`config.mk`:
```
export PLATFORM = sky130hd
export DESIGN_NAME = message_scheduler
export DESIGN_NICKNAME = d
export VERILOG_FILES = /design/src/rtl/msg_pkg.sv /design/src/rtl/message_scheduler_rise_detect.sv /design/src/rtl/message_scheduler.sv
export SDC_FILE = /design/constraint.sdc
export NUM_CORES = 1
export LEC_CHECK = 0
export ABC_AREA = 1
export CAP_MARGIN = 20
export CORE_ASPECT_RATIO = 1.1
export CORE_MARGIN = 10
export CORE_UTILIZATION = 40
export CTS_CLUSTER_DIAMETER = 30
export DETAILED_ROUTE_END_ITERATION = 6
export PLACE_DENSITY_LB_ADDON = 0.3
export SETUP_SLACK_MARGIN = 0.15
export SYNTH_ARGS = -nofsm -noshare
export SYNTH_HDL_FRONTEND = slang
export SYNTH_SLANG_ARGS = --single-unit
```
`constraint.sdc`:
```
create_clock -name clk -period 5.1 [get_ports clk]
set_clock_uncertainty 0.2 [all_clocks]
set_input_delay 0.765 -clock clk [delete_from_list [all_inputs] [get_ports clk]]
set_output_delay 0.765 -clock clk [all_outputs]
set_load 0.05 [all_outputs]
```
`src/rtl/msg_pkg.sv`:
```
// Shared constants, scheduler state type and the fixed message ROM
// used by the scrolling message scheduler.
package msg_pkg;
    localparam int CHAR_WIDTH = 8;
    localparam int MSG_LEN    = 11;
    localparam int NUM_MSGS   = 4;
    localparam int SEL_W      = (NUM_MSGS > 1) ? $clog2(NUM_MSGS) : 1;
    localparam logic [CHAR_WIDTH-1:0] BLANK_CHAR = 8'h20;

    typedef enum logic [1:0] {SCROLL, HOLD, PAUSED} sched_state_t;

    localparam logic [MSG_LEN*CHAR_WIDTH-1:0] MSG_ROM [NUM_MSGS] = '{
        "HELLO WORLD",
        "SCROLL TEST",
        "0123456789 ",
        "ABCDEFGHIJK"
    };

    // Character 0 of each message sits in the most significant byte of its ROM word.
    function automatic logic [CHAR_WIDTH-1:0] rom_char(input int msg, input int idx);
        logic [MSG_LEN*CHAR_WIDTH-1:0] word;
        word = MSG_ROM[msg[SEL_W-1:0]];
        word = word >> ((MSG_LEN - 1 - idx) * CHAR_WIDTH);
        return word[CHAR_WIDTH-1:0];
    endfunction
endpackage

```
`src/rtl/message_scheduler_rise_detect.sv`:
```
// Registered single-bit rising-edge detector; the pulse appears one edge
// after the input rises, so a held-high level produces only one pulse.
module rise_detect (
    input  logic clk,
    input  logic rst_n,
    input  logic sig_i,
    output logic rise_o
);
    logic sig_q;
    logic rise_q;

    always_ff @(posedge clk or negedge rst_n) begin
        if (!rst_n) begin
            sig_q  <= 1'b0;
            rise_q <= 1'b0;
        end else begin
            sig_q  <= sig_i;
            rise_q <= sig_i & ~sig_q;
        end
    end

    assign rise_o = rise_q;
endmodule

```
`src/rtl/message_scheduler.sv`:
```
// Scrolls a NUM_DISPLAYS-wide window across a bank of fixed messages, holding
// after each pass. Optional blanking blink during HOLD when MSG_BLINK_EN is defined.
module message_scheduler #(
    parameter int NUM_MSGS     = msg_pkg::NUM_MSGS,
    parameter int MSG_LEN      = msg_pkg::MSG_LEN,
    parameter int CHAR_WIDTH   = msg_pkg::CHAR_WIDTH,
    parameter int NUM_DISPLAYS = 6,
    parameter int HOLD_TICKS   = 3,
    localparam int SEL_W       = (NUM_MSGS > 1) ? $clog2(NUM_MSGS) : 1
) (
    input  logic                                    clk,
    input  logic                                    rst_n,
    input  logic                                    enable,
    input  logic                                    scroll_dir,
    input  logic                                    next_msg,
    input  logic                                    pause_req,
    output logic [NUM_DISPLAYS-1:0][CHAR_WIDTH-1:0] display_chars,
    output logic [SEL_W-1:0]                        msg_sel,
    output logic                                    msg_done,
    output logic                                    paused
);
    localparam int OFF_W  = $clog2(MSG_LEN);
    localparam int HOLD_W = (HOLD_TICKS > 0) ? $clog2(HOLD_TICKS + 1) : 1;

    msg_pkg::sched_state_t state_q, ret_state_q;
    logic [OFF_W-1:0]  offset_q, offset_d;
    logic [SEL_W-1:0]  msg_sel_q, msg_sel_d;
    logic [HOLD_W-1:0] hold_cnt_q;
    logic              msg_done_q;
    logic              paused_q;
    logic              skip_pulse;
    logic [OFF_W:0]    idx;

    rise_detect u_next_rise (
        .clk    (clk),
        .rst_n  (rst_n),
        .sig_i  (next_msg),
        .rise_o (skip_pulse)
    );

    always_comb begin
        if (scroll_dir) begin
            offset_d = (offset_q == OFF_W'(MSG_LEN - 1)) ? '0 : offset_q + OFF_W'(1);
        end else begin
            offset_d = (offset_q == '0) ? OFF_W'(MSG_LEN - 1) : offset_q - OFF_W'(1);
        end
        msg_sel_d = (msg_sel_q == SEL_W'(NUM_MSGS - 1)) ? '0 : msg_sel_q + SEL_W'(1);
    end

    // Window wraps around the message end with a single compare-and-subtract.
    always_comb begin
        idx = '0;
        for (int k = 0; k < NUM_DISPLAYS; k++) begin
            idx = {1'b0, offset_q} + (OFF_W+1)'(k);
            if (idx >= (OFF_W+1)'(MSG_LEN)) begin
                idx = idx - (OFF_W+1)'(MSG_LEN);
            end
            display_chars[NUM_DISPLAYS-1-k] = msg_pkg::rom_char(int'(msg_sel_q), int'(idx));
`ifdef MSG_BLINK_EN
            if (state_q == msg_pkg::HOLD && hold_cnt_q[0]) begin
                display_chars[NUM_DISPLAYS-1-k] = msg_pkg::BLANK_CHAR;
            end
`endif
        end
    end

    always_ff @(posedge clk or negedge rst_n) begin
        if (!rst_n) begin
            state_q     <= msg_pkg::SCROLL;
            ret_state_q <= msg_pkg::SCROLL;
            offset_q    <= '0;
            msg_sel_q   <= '0;
            hold_cnt_q  <= '0;
            msg_done_q  <= 1'b0;
            paused_q    <= 1'b0;
        end else begin
            msg_done_q <= 1'b0;
            if (skip_pulse) begin
                msg_sel_q  <= msg_sel_d;
                offset_q   <= '0;
                hold_cnt_q <= '0;
                if (pause_req) begin
                    state_q     <= msg_pkg::PAUSED;
                    ret_state_q <= msg_pkg::SCROLL;
                    paused_q    <= 1'b1;
                end else begin
                    state_q  <= msg_pkg::SCROLL;
                    paused_q <= 1'b0;
                end
            end else begin
                unique case (state_q)
                    msg_pkg::SCROLL: begin
                        if (pause_req) begin
                            state_q     <= msg_pkg::PAUSED;
                            ret_state_q <= msg_pkg::SCROLL;
                            paused_q    <= 1'b1;
                        end else if (enable) begin
                            offset_q <= offset_d;
                            if (offset_d == '0) begin
                                msg_done_q <= 1'b1;
                                if (HOLD_TICKS == 0) begin
                                    msg_sel_q <= msg_sel_d;
                                end else begin
                                    hold_cnt_q <= HOLD_W'(HOLD_TICKS);
                                    state_q    <= msg_pkg::HOLD;
                                end
                            end
                        end
                    end
                    msg_pkg::HOLD: begin
                        if (pause_req) begin
                            state_q     <= msg_pkg::PAUSED;
                            ret_state_q <= msg_pkg::HOLD;
                            paused_q    <= 1'b1;
                        end else if (enable) begin
                            if (hold_cnt_q <= HOLD_W'(1)) begin
                                hold_cnt_q <= '0;
                                msg_sel_q  <= msg_sel_d;
                                offset_q   <= '0;
                                state_q    <= msg_pkg::SCROLL;
                            end else begin
                                hold_cnt_q <= hold_cnt_q - HOLD_W'(1);
                            end
                        end
                    end
                    msg_pkg::PAUSED: begin
                        if (!pause_req) begin
                            state_q  <= ret_state_q;
                            paused_q <= 1'b0;
                        end
                    end
                    default: begin
                        state_q  <= msg_pkg::SCROLL;
                        paused_q <= 1'b0;
                    end
                endcase
            end
        end
    end

    assign msg_sel  = msg_sel_q;
    assign msg_done = msg_done_q;
    assign paused   = paused_q;
endmodule

```
# Word-level counts from Yosys, hierarchy flattened
# Index checks and enable logic that the tools add are counted.
dict set report totals {
  elab_cells 136
  ff_bits 16
  output_inout_bits 52
  input_bits 6
}
dict set report classes {
  mux 57
  eq_ne 18
  n_lt_le_gt_ge 8
  shift 6
  n_bitwise 3
  n_reduce_logical 14
  add_sub_neg 21
}
# op n
set op_table {}
lappend op_table {{88-bit by 32-bit right shift with 8-bit output} 6}
lappend op_table {{88-bit binary-select mux with 2-bit select} 1}
lappend op_table {{88-bit two-way mux} 2}
lappend op_table {{2-bit two-way mux} 25}
lappend op_table {{4-bit two-way mux} 9}
lappend op_table {{4-bit by 5-bit subtractor with 6-bit output, first input constant} 6}
lappend op_table {{5-bit two-way mux} 6}
lappend op_table {{5-bit by 4-bit greater-or-equal comparator with 1-bit output, second input constant} 5}
lappend op_table {{5-bit by 4-bit subtractor with 5-bit output, second input constant} 5}
lappend op_table {{3-bit by 2-bit != test with 1-bit output, second input constant} 8}
lappend op_table {{4-bit by 3-bit != test with 1-bit output, second input constant} 4}
lappend op_table {{6-bit AND reduction} 2}
lappend op_table {{4-bit by 2-bit adder with 5-bit output, second input constant} 2}
lappend op_table {{4-bit by 3-bit adder with 5-bit output, second input constant} 2}
lappend op_table {{1-bit two-way mux} 9}
lappend op_table {{4-bit logical NOT} 2}
lappend op_table {{2-bit one-hot mux with 2 select lines} 2}
lappend op_table {{4-bit one-hot mux with 2 select lines} 1}
lappend op_table {{2-bit one-hot mux with 3 select lines} 1}
lappend op_table {{2-bit nonzero test} 3}
lappend op_table {{4-bit by 1-bit adder with 5-bit output, second input constant} 1}
lappend op_table {{5-bit AND reduction} 1}
lappend op_table {{4-bit by 4-bit subtractor with 5-bit output, second input constant} 1}
lappend op_table {{4-bit by 1-bit adder with 4-bit output, second input constant} 1}
lappend op_table {{other kinds (20)} 22}

# Logic depth before layout (Yosys ltp)
dict set report logic_depth {
  ltp_word 9
  ltp_mapped 24
  depth_no_buf 22
}

# By module
# A second synthesis with hierarchy kept.
dict set report hier_totals {
  hier_cells 1071
  hier_area_um2 5677.9
}
# mod area_each_um2 instances cells_each
set modules_own_cells {}
lappend modules_own_cells {message_scheduler 5617.9 1 1067}
lappend modules_own_cells {rise_detect 60.1 1 4}

# Worst setup path before layout
# OpenSTA, ideal clock, no wires.
dict set report synth_path {
  path_kind {flip-flop to output port}
  startpoint {register offset_q[0]}
  endpoint {output port display_chars[5] in the netlist's numbering}
  stages_incl_launch_ff 20
  arrival_time_ps 3674
  setup_slack_ps 461
  path_cell_list {dfrtp_1 > buf_6 > inv_2 > ha_1 > buf_2 > nand2_1 > nand3_2 > nand2_1 > nand2_2 > nand2_1 > and2_1 > buf_2 > ha_1 > o211ai_1 > nand2_1 > buf_4 > nand2_1 > nand2_1 > a21oi_1 > nor3_1}
}
# element line_no
set synth_rtl {}
lappend synth_rtl {{from (decl)} message_scheduler.sv:26} ;# logic [OFF_W-1:0] offset_q, offset_d;
lappend synth_rtl {{from (signal assigned)} message_scheduler.sv:98} ;# offset_q <= offset_d;
lappend synth_rtl {{to (decl)} message_scheduler.sv:17} ;# output logic [NUM_DISPLAYS-1:0][CHAR_WIDTH-1:0] display_chars,

==> report_table.html <==
<table>
<tr><th>Metric</th><th>Value</th></tr>
<tr><th colspan="2">Timing</th></tr>
<tr><td>Tightest hold margin</td><td>189.2 ps</td></tr>
<tr><td>Period Utilization, post-route</td><td>0.9077</td></tr>
<tr><td>Post-route worst setup slack</td><td>about 470 ps</td></tr>
<tr><td>Number of hold violations in the final report</td><td>0</td></tr>
<tr><td># setup viols final</td><td>0</td></tr>
<tr><td>Max-slew headroom at the worst pin</td><td>0.5208</td></tr>
<tr><td>Maximum frequency from static timing analysis</td><td>~220 MHz</td></tr>
<tr><td>Final Max Slew Viols</td><td>0</td></tr>
<tr><td>Worst Tran Pin Value</td><td>718.7 ps</td></tr>
<tr><td>Final period demand of the worst path</td><td>4629 ps</td></tr>
<tr><td>Total Neg Setup Slack</td><td>0 ps</td></tr>
<tr><td>RSZ-0062 raised after global routing</td><td>no</td></tr>
<tr><th colspan="2">Yosys</th></tr>
<tr><td>Mean instance size in the synthesized netlist</td><td>5.238 um2</td></tr>
<tr><td>Async set or reset register ratio after synthesis</td><td>1.000</td></tr>
<tr><td>Mapped Cells</td><td>1109</td></tr>
<tr><td>Number of unique standard cell types used by synthesis</td><td>50</td></tr>
<tr><td>Flops &amp; latches, synth</td><td>16</td></tr>
<tr><td>Mapped cell area</td><td>5809 um2</td></tr>
<tr><td>Fraction of the yosys area taken by sequential cells</td><td>0.06892</td></tr>
<tr><td>Yosys warnings</td><td>0</td></tr>
<tr><td>Post-synth top flop</td><td>dfrtp_1</td></tr>
<tr><td>Number of flops mapped to enable cells by yosys</td><td>0</td></tr>
<tr><th colspan="2">Finish</th></tr>
<tr><td>Core utilization of the finished layout</td><td>0.4728</td></tr>
<tr><td>Final net count</td><td>roughly 1200</td></tr>
<tr><td>Layout cells sized above 1</td><td>0.1322</td></tr>
<tr><td>Synth-to-Final Area Change</td><td>16.63%</td></tr>
<tr><td>Fillcell total</td><td>1569</td></tr>
<tr><td>Antenna Cells</td><td>0</td></tr>
<tr><td>Flip-flop and latch area</td><td>402.9 um2</td></tr>
<tr><td>Area of the multi-input gates</td><td>4800 um2</td></tr>
<tr><th colspan="2">Route</th></tr>
<tr><td>Routed vias/inst</td><td>5.572</td></tr>
<tr><td>Number of DRC violations after detailed-routing iteration 0</td><td>950</td></tr>
<tr><td>Average wire length per cell after detail routing</td><td>14.05 um</td></tr>
<tr><td>Final ANT Viol Nets</td><td>0</td></tr>
<tr><td>TritonRoute pass-1 iters</td><td>6</td></tr>
<tr><td>Remaining DRCs</td><td>0</td></tr>
<tr><td>Final WL</td><td>around 19000 um</td></tr>
<tr><td>Via count of the routed design</td><td>7433</td></tr>
<tr><th colspan="2">Clocking</th></tr>
<tr><td>Hold-fix buffers, CTS</td><td>0</td></tr>
<tr><td>Maximum clock insertion buffer count</td><td>2</td></tr>
<tr><td>CTS Buf Count</td><td>3</td></tr>
<tr><td>CTS H-tree lvls</td><td>1</td></tr>
<tr><td>Clock-pin slew on the worst setup and hold paths</td><td>50 ps</td></tr>
<tr><td>Clock tree sinks</td><td>16</td></tr>
<tr><td>Clock tree from TritonCTS</td><td>yes</td></tr>
<tr><td>Clk Latency, worst-skew pair</td><td>~250 ps</td></tr>
<tr><td>Root Driver</td><td>clkbuf_16</td></tr>
<tr><th colspan="2">Floorplanning</th></tr>
<tr><td>Overall die width</td><td>134.9 um</td></tr>
<tr><td>Area enclosed by the die boundary</td><td>19750 um2</td></tr>
<tr><td>Total I/O pin count</td><td>58</td></tr>
<tr><td>Core Box Area</td><td>approximately 14000 um2</td></tr>
<tr><td>Die outline height</td><td>about 150 um</td></tr>
<tr><td>Initial core utilization</td><td>0.4054</td></tr>
<tr><td>Number of rows in the core area</td><td>46</td></tr>
<tr><th colspan="2">Setup path</th></tr>
<tr><td>Worst Path Class, Setup</td><td>flop to output port</td></tr>
<tr><td>Critical path fanouts, max</td><td>11</td></tr>
<tr><td>Launch point of the critical path</td><td>offset_q[1]$_DFFE_PN0P_</td></tr>
<tr><td>CP endpoint kind</td><td>output port</td></tr>
<tr><td>CP Data Required Time</td><td>4140 ps</td></tr>
<tr><td>CP Data Arrival Time</td><td>3660 ps</td></tr>
<tr><td>Worst r2r src</td><td>offset_q[1]$_DFFE_PN0P_</td></tr>
<tr><td>Category of the worst setup path launch point</td><td>flop</td></tr>
<tr><th colspan="2">Global routing</th></tr>
<tr><td>Global routing usage summed across all routing layers</td><td>0.1789</td></tr>
<tr><td>Largest net degree at the start of global routing</td><td>20</td></tr>
<tr><td>Number of antenna violations at the first check in global routing</td><td>0</td></tr>
<tr><td>Total global routing overflow</td><td>0</td></tr>
<tr><td>Via count of the first global-routing pass</td><td>6402</td></tr>
<tr><td>First-pass GRT wire length</td><td>30930 um</td></tr>
<tr><th colspan="2">Placed design</th></tr>
<tr><td>Setup slack at placement</td><td>439.0 ps</td></tr>
<tr><td>Buffers on Ports</td><td>between 50 and 60</td></tr>
<tr><td>DP HPWL</td><td>14110 um</td></tr>
<tr><td>Weighted congestion at the end of routability-driven global placement</td><td>0.9694</td></tr>
<tr><th colspan="2">Hold path</th></tr>
<tr><td>Path class of the lowest-slack min-delay path</td><td>flop to flop</td></tr>
<tr><td>Min-Delay Startpoint</td><td>u_next_rise.sig_q$_DFF_PN0_</td></tr>
<tr><th colspan="2">Outcome</th></tr>
<tr><td>Result of the run</td><td>finished clean</td></tr>
<tr><th colspan="2">Run</th></tr>
<tr><td>Max-cap violation count</td><td>0</td></tr>
</table>
-- flip-flops by register name, summed over array words and instances, names as in the netlist --
name / cells
hold_cnt_q: 2
msg_done: 1
msg_sel: 2
offset_q: 4
paused: 1
ret_state_q: 2
state_q: 2
u_next_rise.rise_o: 1
u_next_rise.sig_q: 1
-- worst max-delay path: stages, from the launching register on --
cell and delay, ps:
dfrtp_2 440, clkinvlp_4 220, ha_4 380, inv_1 140, nor2_1 120, nand2_1 100, nand3_4 130, nand2_1 70
nand2_1 80, inv_1 160, ha_1 260, inv_1 70, nand2_2 60, nand2_2 190, inv_2 100, nor2_1 170
inv_2 60, o21ai_1 70, nand2_1 60, nand2_1 50, nand2_1 50, a21oi_1 230, buf_12 170
-- per-stage QoR --
step                cell area (um2)  cells
floorplan                      5828   1114
global placement               6638   1328
detailed placement             6638   1328
CTS                            6726   1332
global route                   6775   1334
finish                         6775   1334
-- layout by cell type, fill, tap and decap left out, types with 3 or more instances in the layout --
cell             netlist  routed
nor2_1                90      90
nor2_2                 4       4
nand3_1              135     135
a31oi_1                4       4
a211oi_1               3       3
inv_1                 81      80
nor3_1                10      10
nand2_1              371     371
dlymetal6s2s_1         0       4
nand3_2                9       9
clkdlybuf4s50_1        0       9
o22ai_1                4       4
nand2_4                9       9
buf_4                 10      34
conb_1                 1       6
a21oi_1               69      69
ha_1                  26      23
dfrtp_1               16      14
buf_12                 0      23
o21ai_0               85      85
o21ai_1               27      27
o211ai_1              12      12
nand2_2               28      28
clkbuf_16              0       3
xor2_1                 5       5
a21oi_2                3       3
nand4_1               22      22
inv_2                 16      16
-- repair_timing --
item / CTS / global route
endpoints found under the setup margin: 0 / 31
gates resized for setup: 0 / 11
buffers inserted: 0 / 2
-- area by class of cell --
class	count	share of cell area
multi-input combinational	951	0.7084
timing repair buffer	70	0.1263
sequential	16	0.05946
inverter	101	0.05725
tap	192	0.03546
clock buffer	4	0.01311
-- cell usage after synthesis (3+ instances only) --
cell type | n | area (um2)
buf_2 | 11 | 55.05
ha_1 | 26 | 325.3
nor3_1 | 10 | 50.05
buf_6 | 5 | 56.30
clkbuf_1 | 19 | 71.32
nand2_2 | 28 | 175.2
o21ai_0 | 85 | 425.4
nor2_2 | 4 | 25.02
o211ai_1 | 12 | 90.09
nand4_1 | 22 | 137.6
nor2_1 | 90 | 337.8
nand2_4 | 9 | 101.4
o21ai_1 | 27 | 135.1
a31oi_1 | 4 | 25.02
a21oi_2 | 3 | 26.28
nand3_1 | 135 | 675.7
buf_4 | 10 | 75.07
xor2_1 | 5 | 43.79
a21oi_1 | 69 | 345.3
nand3_2 | 9 | 90.09
nand2_1 | 371 | 1393
dfrtp_1 | 16 | 400.4
inv_1 | 81 | 304.0
inv_2 | 16 | 60.06
o22ai_1 | 4 | 25.02
a211oi_1 | 3 | 22.52
-- layer usage --
layer / routed length (um) / part of all wire / track usage / vias to the layer above
met5: 0 / 0 / 0 / -
met4: 335 / 0.018 / 0.03050 / 0
met3: 1410 / 0.075 / 0.02025 / 33
met2: 8729 / 0.47 / 0.2986 / 341
met1: 8269 / 0.44 / 0.2425 / 3306
li1: - / - / - / 3753
-- path summary, 6_finish.rpt --
| path | end | slack (ps) | cells after the start |
|---|---|---|---|
| setup / recovery | display_chars[33] | 470 | 22 |
| hold / removal | u_next_rise.rise_o$_DFF_PN0_ | 190 | 1 |
| setup reg to reg | state_q[0]$_DFFE_PN0P_ | 2570 | 9 |
| hold reg to reg | u_next_rise.rise_o$_DFF_PN0_ | 190 | 1 |
| max in group asynchronous | offset_q[2]$_DFFE_PN0P_ | 3460 | 1 |
| min in group asynchronous | paused$_DFFE_PN0P_ | 750 | 1 |
-- cells by family after synthesis --
kind of cell | Yosys count | share of synthesized area
buffers and inverters | 147 | 0.1111
and+or+nand+nor | 692 | 0.5337
other | 1 | 0.0006455
adders and majority gates | 26 | 0.05600
xor gates and xnor gates | 11 | 0.02563
AOI/OAI and AO/OA | 216 | 0.2040
DFF | 16 | 0.06892
Power is left out: the tool's default activity adds up to more than one toggle a clock period on the data nets, which glitch-free logic cannot reach.
